### config.mk
export PLATFORM = sky130hd
export DESIGN_NAME = frame_egress_reader
export DESIGN_NICKNAME = d
export VERILOG_FILES = /design/src/rtl/frame_egress_reader_pkg.sv /design/src/rtl/frame_egress_reader_skid.sv /design/src/rtl/frame_egress_reader.sv
export SDC_FILE = /design/constraint.sdc
export NUM_CORES = 1
export LEC_CHECK = 0
export BUFFER_PORTS_ARGS = -buffer_cell sky130_fd_sc_hd__buf_4
export CORE_AREA = 2 2 105 107
export CTS_CLUSTER_SIZE = 20
export DETAILED_ROUTE_END_ITERATION = 10
export DIE_AREA = 0 0 107 109
export REMOVE_ABC_BUFFERS = 1
export SYNTH_ARGS = -nofsm -noshare
export SYNTH_HDL_FRONTEND = slang
export SYNTH_SLANG_ARGS = --single-unit
### constraint.sdc
create_clock -name clk -period 4.6 [get_ports clk]
set_clock_uncertainty 0.1 [all_clocks]
set_input_delay 0.23 -clock clk [delete_from_list [all_inputs] [get_ports clk]]
set_output_delay 0.23 -clock clk [all_outputs]
set_load 0.01 [all_outputs]
### src/rtl/frame_egress_reader_pkg.sv
// Shared types for the frame egress read path: FSM states, the latched frame descriptor, sizing constants.
// Latency: n/a (types and constants only).
// Backpressure: n/a.
package filter_defs;

  localparam int ADDR_W     = 11;
  localparam int PTR_W      = ADDR_W + 1;  // FIFO pointer carries a wrap bit
  localparam int LEN_W      = 12;
  localparam int SKID_DEPTH = 2;           // output buffer entries, structural constant
  localparam int SKID_W     = 17;          // {tlast, tdata[15:0]}

  typedef enum logic [1:0] {
    IDLE,
    LOAD,
    STREAM
  } egress_state_e;

  typedef struct packed {
    logic [PTR_W-1:0] start_ptr;
    logic [LEN_W-1:0] len;
  } frame_desc_t;

  // A zero-length descriptor still moves one word so the frame always has a tlast.
  function automatic logic [LEN_W-1:0] eff_len(input logic [LEN_W-1:0] len);
    return (len == '0) ? LEN_W'(1) : len;
  endfunction

endpackage

### src/rtl/frame_egress_reader_skid.sv
// Two-entry output buffer holding {tlast, tdata} words between the FIFO read pipe and the stream port.
// Latency: a pushed word is visible at head the cycle after push; push and pop may coincide.
// Backpressure: none internal; the caller keeps push off when count plus in-flight reads would exceed 2.
module egress_skid_buffer
  import filter_defs::*;
(
  input  logic              clk,
  input  logic              reset_n,
  input  logic              push,
  input  logic [SKID_W-1:0] push_dat,
  input  logic              pop,
  input  logic              flush,
  output logic [SKID_W-1:0] head_dat,
  output logic [1:0]        count
);

  logic [SKID_W-1:0] mem [SKID_DEPTH];
  logic              rd_ptr;
  logic              wr_sel;

  // Write slot is the head when empty, the other slot when one entry is held.
  assign wr_sel   = rd_ptr ^ count[0];
  assign head_dat = mem[rd_ptr];

  // Storage, head pointer and occupancy; flush empties without touching the data slots.
  always_ff @(posedge clk or negedge reset_n) begin
    if (!reset_n) begin
      mem[0] <= '0;
      mem[1] <= '0;
      rd_ptr <= 1'b0;
      count  <= 2'd0;
    end else if (flush) begin
      rd_ptr <= 1'b0;
      count  <= 2'd0;
    end else begin
      if (push) mem[wr_sel] <= push_dat;
      if (pop)  rd_ptr <= ~rd_ptr;
      case ({push, pop})
        2'b10:   count <= count + 2'd1;
        2'b01:   count <= count - 2'd1;
        default: count <= count;
      endcase
    end
  end

endmodule

### src/rtl/frame_egress_reader.sv
// Reads one descriptor-defined frame out of the frame FIFO and streams it as AXI-Stream with tlast.
// Latency: first tvalid 3 cycles after the descriptor handshake, then 1 word/cycle while tready is high.
// Backpressure: tready stall holds the skid; FIFO reads are throttled so reads in flight plus skid never exceed 2.
module frame_egress_reader
  import filter_defs::*;
#(
  parameter int ADDR_WIDTH = ADDR_W,
  parameter int LEN_WIDTH  = LEN_W
) (
  input  logic                  clk,
  input  logic                  reset_n,
  input  logic                  desc_valid,
  output logic                  desc_ready,
  input  logic [ADDR_WIDTH:0]   desc_start_ptr,
  input  logic [LEN_WIDTH-1:0]  desc_len,
  input  logic                  abort,
  input  logic                  rewind,
  output logic                  frame_ren,
  output logic                  frame_rrst,
  output logic [ADDR_WIDTH:0]   frame_rst_rptr,
  input  logic [ADDR_WIDTH:0]   frame_rptr,
  input  logic [19:0]           frame_rdata,
  input  logic                  last_entry,
  output logic [15:0]           egress_tdata,
  output logic                  egress_tvalid,
  output logic                  egress_tlast,
  input  logic                  egress_tready,
  output logic                  busy,
  output logic                  frame_done
);

  egress_state_e     state_q, state_d;
  frame_desc_t       desc_q;
  logic [LEN_W-1:0]  issued_q;
  logic              inflight_q;
  logic              inflight_last_q;
  logic              frame_done_q, done_d;
  logic [1:0]        skid_count;
  logic [SKID_W-1:0] skid_head;
  logic [2:0]        occ;
  logic              pop, push, flush, room, tlast_hs;
  logic              abort_hit, rewind_hit;

  // The read pointer and fill hint are owned by the frame buffer; frame data is assumed resident.
  logic unused_inputs;
  assign unused_inputs = ^{frame_rptr, last_entry, frame_rdata[19:16]};

  assign abort_hit  = abort && (state_q != IDLE);
  assign rewind_hit = rewind && !abort && (state_q == STREAM);
  assign flush      = abort_hit || rewind_hit;

  assign egress_tvalid = (skid_count != 2'd0);
  assign egress_tdata  = skid_head[15:0];
  assign egress_tlast  = skid_head[16] && egress_tvalid;
  assign pop           = egress_tvalid && egress_tready;
  assign push          = inflight_q && !flush;
  assign tlast_hs      = pop && skid_head[16];

  // A new read is allowed when the word leaving this cycle frees a slot for it.
  assign occ  = {1'b0, skid_count} + {2'b00, inflight_q};
  assign room = (occ < 3'(SKID_DEPTH)) || ((occ == 3'(SKID_DEPTH)) && pop);

  assign busy           = (state_q != IDLE);
  assign frame_done     = frame_done_q;
  assign frame_rst_rptr = desc_q.start_ptr;

  // FSM state register.
  always_ff @(posedge clk or negedge reset_n) begin
    if (!reset_n) state_q <= IDLE;
    else          state_q <= state_d;
  end

  // Next state and FIFO/descriptor handshake controls; abort beats rewind beats normal flow.
  always_comb begin
    state_d    = state_q;
    desc_ready = 1'b0;
    frame_rrst = 1'b0;
    frame_ren  = 1'b0;
    done_d     = 1'b0;
    case (state_q)
      IDLE: begin
        desc_ready = 1'b1;
        if (desc_valid) state_d = LOAD;
      end
      LOAD: begin
        frame_rrst = 1'b1;
        if (abort_hit) begin
          state_d = IDLE;
          done_d  = 1'b1;
        end else begin
          state_d = STREAM;
        end
      end
      STREAM: begin
        if (abort_hit) begin
          state_d = IDLE;
          done_d  = 1'b1;
        end else if (rewind_hit) begin
          state_d = LOAD;
        end else begin
          frame_ren = (issued_q < desc_q.len) && room;
          if (tlast_hs) begin
            state_d = IDLE;
            done_d  = 1'b1;
          end
        end
      end
      default: state_d = IDLE;
    endcase
  end

  // Descriptor latch, read issue counter, in-flight read tracking and done pulse.
  always_ff @(posedge clk or negedge reset_n) begin
    if (!reset_n) begin
      desc_q          <= '0;
      issued_q        <= '0;
      inflight_q      <= 1'b0;
      inflight_last_q <= 1'b0;
      frame_done_q    <= 1'b0;
    end else begin
      frame_done_q <= done_d;
      inflight_q   <= frame_ren;
      if (frame_ren) inflight_last_q <= (issued_q == desc_q.len - LEN_W'(1));
      if (state_q == IDLE && desc_valid) begin
        desc_q.start_ptr <= desc_start_ptr;
        desc_q.len       <= eff_len(desc_len);
      end
      if (state_q == LOAD)  issued_q <= '0;
      else if (frame_ren)   issued_q <= issued_q + LEN_W'(1);
    end
  end

  egress_skid_buffer u_skid (
    .clk      (clk),
    .reset_n  (reset_n),
    .push     (push),
    .push_dat ({inflight_last_q, frame_rdata[15:0]}),
    .pop      (pop),
    .flush    (flush),
    .head_dat (skid_head),
    .count    (skid_count)
  );

endmodule

==> impl_summary.md, run 1 <==
Global routing
The global routing usage summed across all routing layers is 16.68%. The pin count of the biggest net entering global routing is between 70 and 80. The wire length of the first global-routing pass is between 15,000 and 20,000 um.

The global route total overflow is 0. The number of global-route vias before repair is approximately 3,200. The initial antenna violation count is 0.

Routing
The initial DRC count is 150. The detailed router placed 3,131 vias in this run. The met2 routed wirelength is 4467 um. After detailed routing, no signal wire sits above met4. The number of remaining DRC errors is 0. The first detailed-routing pass took 4 iterations.

The post-route antenna net violation count is 0. The routed design has 9217 um of wire. The average routed wire per standard cell is 15.34 um.

After detailed routing, the number of vias per cell comes to roughly 5.2. The routed design uses around 350 um of met3 wire. The sum of routed wire segments on met1 is between 4000 and 5000 um.

Power
The power density relative to cell area is 568.4 mW/mm^2. The internal power summed over all cells is about 1900 uW. In this run switching power makes up 35.26% of total power. The worst-case IR drop observed on VDD is 0.2557 mV. The share of total power dissipated in the clock network is 17.8%. The design draws 2977 uW.

Registers are responsible for 39.4% of the overall power. In this run, the combinational gates consume 42.8% of the power. The analysis attributes to net switching a power of 1050 uW. Summed over all cells, the static leakage comes to 0.002375 uW.

Clock tree
The clock root buffer is sky130_fd_sc_hd__clkbuf_8. Counting every sink on the clock net gives 78. The H-tree was split into 3 levels. Counting along the longest clock path gives a buffer depth of 2. The clock-pin slew of the registers on the worst-case setup and hold paths is 90 ps. The number of buffers inserted during clock tree synthesis is 9.

The later-pin clock latency in the skew report is 350 ps. TritonCTS built the clock tree.

Yosys
The count of flip-flops with a built-in enable after synthesis is 0. Summed over its instances, the top area cell type makes up 45.53% of the synthesized netlist area. The count of synthesis-stage warnings from yosys is 0. The synthesized design contains 78 register bits.

Sequential cells were found to cover 45.53% of the synthesized design area. For this run, asynchronously set or reset flops after synthesis account for 100.0%. The synthesized cell area is 0.004287 sq mm. The library cell occupying the most area in the post-synthesis netlist is sky130_fd_sc_hd__dfrtp_1. Sorting the synthesized cells by area gives the leading types as sky130_fd_sc_hd__dfrtp_1 (46%), sky130_fd_sc_hd__mux2_2 (19%), sky130_fd_sc_hd__ha_1 (6.1%). The netlist uses 46 different library cells.

The post-synthesis area per instance is 11.31 sq um. Among all flip-flop cells after synthesis, the most frequent one is sky130_fd_sc_hd__dfrtp_1. After technology mapping, the gate count stands at 379.

Critical path
The maximum fanout along the worst path is 20. The worst path required time is 4270 ps. The critical path capture point type is an output port.

STA classifies the critical path startpoint as a register. The arrival time at the worst endpoint is 2580 ps. The kind of critical path is reg -> out. The worst-case register-to-register setup slack is 1910 ps.

Place
The total placed cells including tap cells is roughly 570. The count of buffers from port buffering is 80. At the end of routability-driven placement, the weighted congestion stood at around 0.83. The wire-length estimate of the detail-placed layout is 6380 um.

Final layout
After the flow finishes, the layout carries non-filler instances totaling 601. The total inserted antenna cells is 0. Of the cells placed in the final design, the portion with a size suffix greater than 1 is 37.96%. Summing all flip-flop and latch instances after layout gives 0.001952 sq mm. The post-layout net count is 540. From synthesis to final layout, the design area changed by 22.18%.

For this run, the share of the core covered by cells in the final layout is 49.40%. Fill cells in the final layout number 988. The multi-input gate area in the final layout is 0.002103 sq mm.

STA
The count of endpoints failing hold in the final timing report came to 0. For the pin with the worst max-slew slack, the measured transition is 1106 ps. Adding up every negative setup slack in the final design gives 0 ps. Headroom to the max-slew limit came out at 26.07%. After layout, the minimum clock period comes to slightly below 3000 ps. The worst hold slack is roughly 15 ps. Static timing analysis puts the maximum clock frequency at about 340 MHz.

The final number of max-transition violations came to 0. The final cycle utilization of the critical path is 63.32%. Setup repair after global routing left no endpoint under its margin. The final count of negative-setup-slack endpoints is 0.

Floorplan
The width of the chip is around 110 um. From bottom edge to top edge, the die measures about 110 um. The die footprint is between 0.01 and 0.015 sq mm.

The initial cell density of the core is 40.43%. The area of the placeable core is 0.01060 sq mm. The initialized floorplan defines 38 standard-cell rows.

The I/O pin count is just under 100.

Min path
In this run the worst hold path is classified as in -> reg.

Outcome
The run finished with clean final reports.

Run
The number of violations of the max-capacitance limit is 0.
registers in the layout, summed over array words and instances (netlist names):
| name | count |
|---|---|
| frame_done | 1 |
| issued_q | 12 |
| inflight_q | 1 |
| inflight_last_q | 1 |
| u_skid.count | 2 |
| desc_q | 12 |
| u_skid.mem | 34 |
| frame_rst_rptr | 12 |
| state_q | 2 |
| u_skid.rd_ptr | 1 |
metrics by stage:
step	setup slack, ps	area, sq um
floorplan	2205	4130
global placement	1928	4913
detailed placement	1927	4913
CTS	1649	5228
global route	1451	5238
finish	1687	5238
worst paths after layout:
path / from / endpoint / cells after the start
max: desc_q[5] / frame_ren / 8
min: desc_start_ptr[7] / frame_rst_rptr[7] / 2
max reg2reg: desc_q[5] / issued_q[8] / 8
min reg2reg: u_skid.mem[9] / u_skid.mem[9] / 1
max in group asynchronous: reset_n / desc_q[11] / 2
min in group asynchronous: reset_n / frame_done / 2
area by class of cell:
class	count	share of cell area, %
clock buffer	9	2.365
timing repair buffer	93	13.90
sequential	78	37.27
tap	140	3.344
inverter	20	1.433
clock inverter	7	1.529
multi-input combinational	254	40.16
power groups by stage:
stage	Combinational (uW)	Sequential, uW	Clock, uW
2_1_floorplan	806	1150	0
3_3_place_gp	1250	1170	0
3_5_place_dp	1280	1190	0
4_1_cts	1290	1170	549
5_1_grt	1420	1210	586
6_report	1280	1170	530
synthesized netlist by cell type, types with 4 or more instances:
cell type,number
sky130_fd_sc_hd__dfrtp_1,78
sky130_fd_sc_hd__mux2_2,73
sky130_fd_sc_hd__a21oi_1,21
sky130_fd_sc_hd__ha_1,21
sky130_fd_sc_hd__inv_1,19
sky130_fd_sc_hd__nand2_1,16
sky130_fd_sc_hd__nand3_1,14
sky130_fd_sc_hd__xnor2_1,14
sky130_fd_sc_hd__buf_4,12
sky130_fd_sc_hd__clkbuf_1,10
sky130_fd_sc_hd__o21ai_0,10
sky130_fd_sc_hd__nor2_1,9
sky130_fd_sc_hd__o31ai_1,8
sky130_fd_sc_hd__nor4_1,7
sky130_fd_sc_hd__or4_1,7
sky130_fd_sc_hd__nor3_1,5
sky130_fd_sc_hd__xor2_1,5
sky130_fd_sc_hd__nor2b_1,4
critical path: stages, from the launching register on:
cell and delay [ps]:
sky130_fd_sc_hd__dfrtp_1 510, sky130_fd_sc_hd__inv_1 110, sky130_fd_sc_hd__ha_1 320, sky130_fd_sc_hd__a21o_1 180
sky130_fd_sc_hd__a21oi_1 150, sky130_fd_sc_hd__nand2_1 80, sky130_fd_sc_hd__o21a_1 430, sky130_fd_sc_hd__nor2_1 290
sky130_fd_sc_hd__buf_4 170
routing by layer:
metal	global-route usage, %	vias up
li1	-	1522
met3	2.331	9
met2	27.39	63
met5	0	-
met4	6.494	0
met1	22.44	1537
timing repair:
item | CTS | global route
gates resized for setup | 0 | 0
hold buffers | 11 | 1
setup buffers | 0 | 0
endpoints found under the hold margin | 84 | 1
logic make-up (layout without fill, tap and decap cells):
logic type | Yosys count | in the layout | synth area share [%]
simple gates | 81 | 81 | 10.51
fa+ha+maj | 21 | 21 | 6.130
buf+inv | 47 | 129 | 5.400
flops | 78 | 78 | 45.53
xor+xnor | 19 | 19 | 3.882
mux | 76 | 76 | 19.88
compound gates | 57 | 57 | 8.670
cells in the final DEF, fill, tap and decap left out, types with 2 or more instances in the layout:
cell type                       count
sky130_fd_sc_hd__ha_1              21
sky130_fd_sc_hd__inv_1             19
sky130_fd_sc_hd__nand4_1            3
sky130_fd_sc_hd__nor3b_1            2
sky130_fd_sc_hd__xnor2_1           14
sky130_fd_sc_hd__o211ai_1           2
sky130_fd_sc_hd__nor3_1             5
sky130_fd_sc_hd__a21oi_1           21
sky130_fd_sc_hd__a41oi_1            2
sky130_fd_sc_hd__nor2_1             9
sky130_fd_sc_hd__inv_6              3
sky130_fd_sc_hd__nand2_1           16
sky130_fd_sc_hd__a21o_1             2
sky130_fd_sc_hd__o31ai_1            8
sky130_fd_sc_hd__nor4_1             7
sky130_fd_sc_hd__dlygate4sd3_1     12
sky130_fd_sc_hd__dfrtp_1           78
sky130_fd_sc_hd__buf_4             81
sky130_fd_sc_hd__nand3_1           14
sky130_fd_sc_hd__clkbuf_8           9
sky130_fd_sc_hd__o41ai_1            2
sky130_fd_sc_hd__mux2i_1            3
sky130_fd_sc_hd__mux2_2            73
sky130_fd_sc_hd__nor2b_1            4
sky130_fd_sc_hd__a311oi_1           2
sky130_fd_sc_hd__xor2_1             5
sky130_fd_sc_hd__nand3b_1           3
sky130_fd_sc_hd__or4_1              7
sky130_fd_sc_hd__o21ai_0           10
sky130_fd_sc_hd__and3_1             3
sky130_fd_sc_hd__nand4b_1           3
Power figures use the tool's default switching activity.
==> run 2: changes to the inputs <==
--- a/config.mk
+++ b/config.mk
@@ -10,6 +10,7 @@
 export CTS_CLUSTER_SIZE = 20
 export DETAILED_ROUTE_END_ITERATION = 10
 export DIE_AREA = 0 0 107 109
+export PLACE_DENSITY = 0.66
 export REMOVE_ABC_BUFFERS = 1
 export SYNTH_ARGS = -nofsm -noshare
 export SYNTH_HDL_FRONTEND = slang
==> constraint.sdc (replaced) <==
create_clock -name clk -period 2.4 [get_ports clk]
set_clock_uncertainty 0.1 [all_clocks]
set_input_delay 0.12 -clock clk [delete_from_list [all_inputs] [get_ports clk]]
set_output_delay 0.12 -clock clk [all_outputs]
set_load 0.01 [all_outputs]
==> run 2 against run 1 <==
  * Critical endpoint is now issued_q[6]
  * Count of clock-buffer cells in the layout grew 1
  * Design area increased by 18%
  * The run now ends with setup timing left
  * Flip-flop and latch count unchanged
  * Critical path type is now reg -> reg
  * Highest routed layer unchanged
  * Register-to-register slack worse by 2000 ps
==> impl_summary.md, run 2 (synthesis gave the netlist of run 1 again) <==
Clock tree
In this run, CTS created clock tree buffers numbering 9. The clock root buffer is sky130_fd_sc_hd__clkbuf_8. The clock tree buffer depth is 2. The clock tree from TritonCTS is yes. The clock-pin slew of the registers on the worst-case setup and hold paths is 90 ps. The clock tree synthesis step divided the H-tree into 3 levels. Clock latency on the worst-skew pair, taken at its later pin, is 360 ps. The total clock sinks is around 80.

Routing
Using the TritonRoute via totals, the vias-per-cell ratio works out to 5.138. The initial DRC count is 147. The number of remaining DRC errors is 0. The post-route antenna net violation count is 0. The total via count in the routed design is ~3,500. Before antenna repair, the detailed router went through 4 iterations. Dividing the detail-routed wire length by the instance count gives about 15 um.

The final layout contains routed wiring with a total length of 10,390 um.

Critical path
The arrival time at the worst endpoint is 2650 ps. The critical path is of the reg -> reg type. In this run the worst path has a maximum fanout of 7. The depth of the most critical reg-to-reg path is 7. The worst path required time is roughly 2600 ps. Across all register-to-register paths, the minimum setup slack is -70 ps.

The launching element of the worst setup path is u_skid.count[1]. STA classifies the critical path endpoint as a register. In this run the worst setup path terminates at issued_q[6]. STA classifies the critical path startpoint as a register. The capture instance of the worst register-to-register path is issued_q[6]. In this run the critical register-to-register path is launched from u_skid.count[1].

Power
The sum of internal, switching and leakage power is around 6200 uW. The worst-case IR drop observed on VDD is 0.4982 mV. Power spread over the standard cell area amounts to a little over 1000 mW/mm^2. For this design the static power due to leakage is ~0.0028 uW.

STA
The final count of negative-setup-slack endpoints is 7. Setup repair after global routing could not meet its margin everywhere. For the pin with the worst max-slew slack, the measured transition is around 760 ps.

The routed design could run at a clock period as short as around 2500 ps. The count of endpoints failing hold in the final timing report is 0. The final critical path takes up 102.7% of the cycle. The worst hold slack is 54.83 ps. The maximum clock frequency is ~400 MHz. Once routing completed, OpenROAD measured the worst setup slack at -65.18 ps.

The tightest slew margin relative to the limit is 49.64%. The final number of max-transition violations is 0.

Final layout
The post-layout net count is 625. The post-synthesis to final-layout area growth is 44.05%. The non-filler instance count after layout is roughly 700. The layout cell share with drive strength beyond 1 is 46.89%.

Cells fill 58.24% of the core in the end. The library cells used most frequently in the layout, excluding fill and tap cells, are sky130_fd_sc_hd__buf_4 (131), sky130_fd_sc_hd__dfrtp_1 (78), sky130_fd_sc_hd__mux2_2 (73). The most common library cell in the layout ignoring fill and taps is sky130_fd_sc_hd__buf_4.

The total inserted antenna cells is 0. Ranked by flip-flop count, first place goes to u_skid.mem. The register with the most flip-flops in the layout has 34 of them. After routing the design area is 0.006175 sq mm.

Outcome
The flow ran to the end, but the final reports show violations. The checks that failed: setup timing.

Global routing
The global route total overflow is 0. The wire length of the first global-routing pass is 16,790 um. The number of global-route vias before repair is between 3,000 and 4,000. The initial antenna violation count is 0. The pin count of the biggest net entering global routing is 79. The global routing usage summed across all routing layers is approximately 18%.

Floorplan
The floorplan has 38 rows. The initial cell density of the core is 40.43%. The width of the chip is 107 um. The I/O pin count is 98. The die is 109 um tall.

The core region is 0.01060 sq mm. The floorplan step defined a die boundary enclosing 0.01166 sq mm.

Min path
In this run the worst hold path is classified as in -> reg.

Place
The total placed cells including tap cells is 615. The count of buffers from port buffering is 80. At the end of routability-driven placement, the weighted congestion stood at ~0.83. The post-detailed-placement half-perimeter wirelength is 6997 um. The placement-stage cell area is about 0.0052 sq mm.

Run
The number of violations of the max-capacitance limit is 0.
[run 2: worst max-delay path, stage by stage, from the launching register on]
cell and delay [ps]:
sky130_fd_sc_hd__dfrtp_1 470, sky130_fd_sc_hd__inv_1 130, sky130_fd_sc_hd__ha_4 280, sky130_fd_sc_hd__a41oi_2 90
sky130_fd_sc_hd__or4_4 500, sky130_fd_sc_hd__buf_8 170, sky130_fd_sc_hd__or4_1 520, sky130_fd_sc_hd__a21oi_2 130
[run 2: final cells by class]
type                            instances  area [sq um]
Timing Repair Buffer                  178          1489
Clock buffer                           10         127.6
Multi-Input combinational cell        254          2263
Inverter                               20         75.07
Tap cell                              140         175.2
Fill cell                             846          4428
Clock inverter                          6         92.59
Sequential cell                        78          1952
[run 2: layer usage]
metal | GRT usage [%] | routed length, um
met5 | 0 | 0
met4 | 5.380 | 191
met3 | 5.200 | 472
met2 | 32.62 | 5400
met1 | 21.89 | 4326
[run 2: timing repair]
item / in CTS / in global routing
buffers inserted: 4 / 8
resized for setup: 27 / 11
hold buffers: 42 / 0
gates cloned: 1 / 0
pin swaps: 12 / 17
endpoints found under the setup margin: 8 / 12
endpoints found under the hold margin: 135 / 0
[run 2: worst min path at each step]
| stage | startpoint | to | slack (ps) | depth (start not counted) |
|---|---|---|---|---|
| 2_1_floorplan | reset_n | desc_q[0] | -280 | 0 |
| 3_3_place_gp | reset_n | u_skid.mem[7] | 80 | 2 |
| 3_5_place_dp | reset_n | u_skid.mem[24] | 80 | 2 |
| 4_1_cts | desc_valid | state_q[0] | 50 | 4 |
| 5_1_grt | desc_valid | state_q[0] | 80 | 4 |
| 6_report | desc_valid | state_q[0] | 50 | 4 |
[run 2: power breakdown]
| group | leakage, uW | switching, uW | internal, uW |
|---|---|---|---|
| Clock | 0.000104 | 502 | 593 |
| Sequential | 0.000974 | 266 | 1830 |
| Combinational | 0.00173 | 1360 | 1690 |
[run 2: stage by stage]
step | worst slack, ps | setup TNS, ps
after floorplan | 5.372 | 0
after global placement | 4.605 | 0
after detailed placement | -61.96 | -348.7
after CTS | -137.8 | -962.2
after global routing | -163.7 | -1193
final | -65.18 | -354.3
